$ cat src/rtl/cbus_arbiter_n.sv
// cbus_arbiter_n: N-master CBus arbiter that grants a whole burst and routes responses back to the owner.
// Build option: define CBUS_ARB_RR_EN for round-robin; otherwise fixed priority with index 0 highest.
package cbus_pkg;
   typedef struct packed {
      logic        valid;
      logic        is_write;
      logic [2:0]  size;
      logic [31:0] addr;
      logic [7:0]  strobe;
      logic [63:0] data;
      logic [3:0]  len;
   } cbus_req_t;

   typedef struct packed {
      logic        ready;
      logic        last;
      logic [63:0] data;
   } cbus_resp_t;
endpackage

module cbus_arbiter_n
   import cbus_pkg::*;
#(
   parameter int NUM_MASTERS = 2,
   parameter int IDX_W       = $clog2(NUM_MASTERS)
) (
   input  logic                         clk,
   input  logic                         reset,
   input  cbus_req_t  [NUM_MASTERS-1:0] ireqs,
   output cbus_resp_t [NUM_MASTERS-1:0] iresps,
   output cbus_req_t                    oreq,
   input  cbus_resp_t                   oresp
);

   typedef enum logic {IDLE, BUSY} state_t;

   state_t           r_state;
   state_t           w_state_nxt;
   logic [IDX_W-1:0] r_sel;
   logic [IDX_W-1:0] w_win;
   logic             w_any;
   logic             w_grant;
   logic             w_done;

`ifdef CBUS_ARB_RR_EN
   logic [IDX_W-1:0] r_rr_ptr;
   int unsigned      w_idx;
`endif

   // Winner selection; the candidate index never reaches NUM_MASTERS, even for non-power-of-two counts.
   always_comb begin
      w_any = 1'b0;
      w_win = '0;
`ifdef CBUS_ARB_RR_EN
      w_idx = 0;
      for (int unsigned i = 0; i < NUM_MASTERS; i++) begin
         w_idx = i + 32'(r_rr_ptr);
         if (w_idx >= NUM_MASTERS)
            w_idx = w_idx - NUM_MASTERS;
         if (!w_any && ireqs[IDX_W'(w_idx)].valid) begin
            w_any = 1'b1;
            w_win = IDX_W'(w_idx);
         end
      end
`else
      for (int unsigned i = 0; i < NUM_MASTERS; i++) begin
         if (!w_any && ireqs[IDX_W'(i)].valid) begin
            w_any = 1'b1;
            w_win = IDX_W'(i);
         end
      end
`endif
   end

   always_ff @(posedge clk) begin
      if (reset)
         r_state <= IDLE;
      else
         r_state <= w_state_nxt;
   end

   always_comb begin
      w_state_nxt = r_state;
      w_grant     = 1'b0;
      w_done      = 1'b0;
      oreq        = '0;
      iresps      = '0;
      case (r_state)
         IDLE: begin
            if (w_any) begin
               w_state_nxt = BUSY;
               w_grant     = 1'b1;
            end
         end
         BUSY: begin
            oreq          = ireqs[r_sel];
            iresps[r_sel] = oresp;
            if (oresp.ready && oresp.last) begin
               w_state_nxt = IDLE;
               w_done      = 1'b1;
            end
         end
         default: w_state_nxt = IDLE;
      endcase
   end

   always_ff @(posedge clk) begin
      if (reset)
         r_sel <= '0;
      else if (w_grant)
         r_sel <= w_win;
   end

`ifdef CBUS_ARB_RR_EN
   // Pointer moves past the finishing master on its last beat, before the next IDLE arbitration.
   always_ff @(posedge clk) begin
      if (reset)
         r_rr_ptr <= '0;
      else if (w_done)
         r_rr_ptr <= (r_sel == IDX_W'(NUM_MASTERS - 1)) ? '0 : r_sel + 1'b1;
   end
`endif

`ifndef SYNTHESIS
   always_ff @(posedge clk) begin
      if (!reset && r_state == BUSY)
         assert (ireqs[r_sel].valid)
            else $error("cbus_arbiter_n: master %0d dropped valid before its last beat", r_sel);
   end
`endif

endmodule

$ cat config.mk
export PLATFORM = sky130hd
export DESIGN_NAME = cbus_arbiter_n
export DESIGN_NICKNAME = d
export VERILOG_FILES = /design/src/rtl/cbus_arbiter_n.sv
export SDC_FILE = /design/constraint.sdc
export NUM_CORES = 1
export LEC_CHECK = 0
export CAP_MARGIN = 10
export CORE_AREA = 2 2 208 210
export CTS_BUF_LIST = sky130_fd_sc_hd__clkbuf_8
export DETAILED_ROUTE_END_ITERATION = 7
export DIE_AREA = 0 0 210 212
export GPL_TIMING_DRIVEN = 0
export SLEW_MARGIN = 30
export SYNTH_ARGS = -nofsm -noshare
export SYNTH_HDL_FRONTEND = slang
export SYNTH_SLANG_ARGS = --single-unit
export TNS_END_PERCENT = 10
$ cat constraint.sdc
create_clock -name clk -period 1.1 [get_ports clk]
set_clock_uncertainty 0.1 [all_clocks]
set_input_delay 0.11 -clock clk [delete_from_list [all_inputs] [get_ports clk]]
set_output_delay 0.11 -clock clk [all_outputs]
set_load 0.05 [all_outputs]
==> flow_summary.yaml <==
outcome:
  status: "finished with violations"
  violations: "setup timing"
clock_network:
  tritoncts: "yes"
  postCtsHoldBufs: 0
  clk_pin_slew_ns: 0.03
  cts_buffer_depth: 2
  numCtsBuffers: 3
  clock_latency_ns: 0.21
  cts_max_level: 1
  ctsRootBufferMaster: "clkbuf_8"
  cts.sinks: 2
global_routing:
  antenna_found_initial: 0
  met3_usage: 0.0160
  grtUsageMet1: 0.110
  track_usage: 0.0956
  grt_pass1_wl_um: 32300
  grt.busiest_layer: "met2"
  met2_usage: 0.183
  grt_max_degree: 11
  grt-ovfl-total: 0
  grt_pass1_vias: 5201
setup_path:
  critPathKind: "reg2out"
  start_kind: "register"
  path_max_fanout: 10
  cp.arrival_ns: 1.64
  crit_end: "oreq[4]"
  cp_num_buf_inv: 3
  r2r_slack_ns: -0.11
  crit_slowest_cell: "clkdlybuf4s15_2"
  worstPathCellList: "buf_12, buf_6, mux2i_1, nor2_2, clkdlybuf4s15_2"
  reg2reg_depth: 4
  cp-end-kind: "output pin"
  cp-startpoint: "r_sel$_SDFFE_PP0P_"
  worst-path-stages: 5
  r2r-start: "r_sel$_SDFFE_PP0P_"
  crit_family: "buffers and inverters"
  crit-reg2reg-capture: "r_sel$_SDFFE_PP0P_"
  cp_slowest_stage_delay_ns: 0.34
  critical_path_required_ns: 0.89
placed_design:
  port_buffers: 538
  gp_congestion: 0.866
  dp_slack_ns: -1.45
  hpwl_um: 20800
cells_and_area:
  syn_to_final_growth_pct: 246
  drive_gt1_frac: 0.491
  finalNetCount: 1253
  antennaDiodeCount: 0
  final.fill_count: 4686
  finish.utilization: 0.226
synthesis:
  synth.ff_latch_count: 2
  synth_area_leaders: "mux2i_1 (41%), nor2_1 (15%), and2_1 (15%), and3_1 (15%), buf_6 (4.1%)"
  muxShareOfSynthArea: 0.409
  synth.cell_area_um2: 2770
  syn_inst: 413
  syn_nets: 707
  seq_area_frac_synth: 0.0145
  synth_top_family_by_area: "simple AND/OR/NAND/NOR gates"
  synth_compound_area_frac: 0.00633
  yosysTopAreaCellShare: 0.409
  post_synth_and_or_nand_nor_area_fraction: 0.461
  synth_warnings: 0
  synth_adder_area_share: 0
  synth_xor_area_frac: 0
  avgSynthCellArea_um2: 6.70
  yosysTopAreaCell: "mux2i_1"
  netlist-cell-type-count: 17
routing:
  drc: 0
  wl_per_cell_um: 15.7
  routed-via-count: 5085
  drt_iter0_markers: 171
  drt_wl_total_um: 23600
  ant_nets: 0
  dr.pass1.iters: 4
  detail_route.vias_per_cell: 3.38
floorplanning:
  die_h_um: 212
  dieWidth_um: 210
  io-pin-count: 539
  start_util: 0.0651
  core_area_um2: 42500
  dieArea_um2: 44500
  row_count: 76
timing:
  hold_viol: 0
  max_freq_mhz: 540
  slew_headroom: 0.707
  rsz0062_at_grt: "yes"
  setup_viol: 246
  post-route-period-util: 1.68
  period_minus_slack_ns: 1.85
  worst_slack_ns: -0.751
  worst_pin_slew_ns: 0.440
  slew_viol_final: 0
hold_path:
  min_path_cells: 2
  hp-class: "in2reg"
power:
  p_per_area_nw_per_um2: 635
  vdd_drop_max_v: 0.000227
  leakagePower_nw: 3.99
flow_run:
  max_cap_violations: 0
[registers in the layout (all words and copies together) (netlist names)]
register  flops
r_sel         1
r_state       1
[through the flow]
step           instances  hold slack [ns]  instance area (um2)  power [mW]  TNS [ns]
6_report            1503            0.434                 9590        6.09   -150.92
5_1_grt             1503            0.448                 9590        6.36   -169.20
4_1_cts             1500            0.445                 9140        5.79   -174.24
3_5_place_dp        1497            0.668                 9120        5.53   -298.24
3_3_place_gp        1497            0.638                 9120        5.50   -293.12
2_1_floorplan        413           0.0880                 3050        3.08    -87.65
[cells in the final DEF, fill, tap and decap left out, drive strengths merged, types with 2 or more instances in the layout]
cell type	Yosys	layout
clkdlybuf4s50	0	293
and2	66	66
inv	2	2
nor2	113	113
clkdlybuf4s15	0	55
dfxtp	2	2
clkbuf	18	55
mux2i	113	113
buf	28	187
and3	66	66
[cell type report]
type                    instances  area (um2)  area share
repair buffers                541        5400       0.563
multi-input cells             363        2930       0.305
well taps                     546         683      0.0712
plain buffers                  46         485      0.0506
flip-flops and latches          2        45.0     0.00470
clock buffers                   3        41.3     0.00431
inverters                       2        10.0     0.00104
[Yosys cell counts]
library cell  instances
dfxtp_1               2
inv_2                 1
and2_1               66
nor3_1                1
a311oi_1              1
a221oi_1              1
clkbuf_1             13
inv_1                 1
nor2_1              113
mux2i_1             113
and3_1               66
buf_6                10
nor2b_4               1
nand2b_1              1
clkbuf_2              5
buf_2                10
buf_4                 8
[per-layer routing]
metal  vias up  wire length (um)
met5         -                 0
met4         0               386
met3        14              1440
met2       283             12700
met1      2306              9150
li1       2482                 -
[worst min-delay path by stage]
stage	startpoint	to	slack, ns
floorplan	reset	r_state$_SDFF_PP0_	0.09
global placement	r_state$_SDFF_PP0_	r_sel$_SDFFE_PP0P_	0.64
detailed placement	r_state$_SDFF_PP0_	r_sel$_SDFFE_PP0P_	0.67
CTS	reset	r_sel$_SDFFE_PP0P_	0.44
global route	reset	r_sel$_SDFFE_PP0P_	0.45
finish	reset	r_state$_SDFF_PP0_	0.43
[kinds of logic after synthesis]
| family | count (synthesis) |
|---|---|
| compound gates | 2 |
| simple gates | 248 |
| mux | 113 |
| flops | 2 |
| buf+inv | 48 |
[power breakdown]
| part | switching (mW) | leakage, nW | internal [mW] |
|---|---|---|---|
| clock | 0.0631 | 0.0216 | 0.232 |
| sequential | 0.0104 | 0.0175 | 0.0793 |
| combinational | 3.24 | 3.95 | 2.47 |
[timing repair]
action                     4_1_cts  5_1_grt
hold endpoints to repair         0        0
resized for setup             1108      473
pin swaps                        1       18
setup endpoints to repair      247      247
cloned                           0        1
setup buffers                    0        2
(Power assumes the default switching activity.)
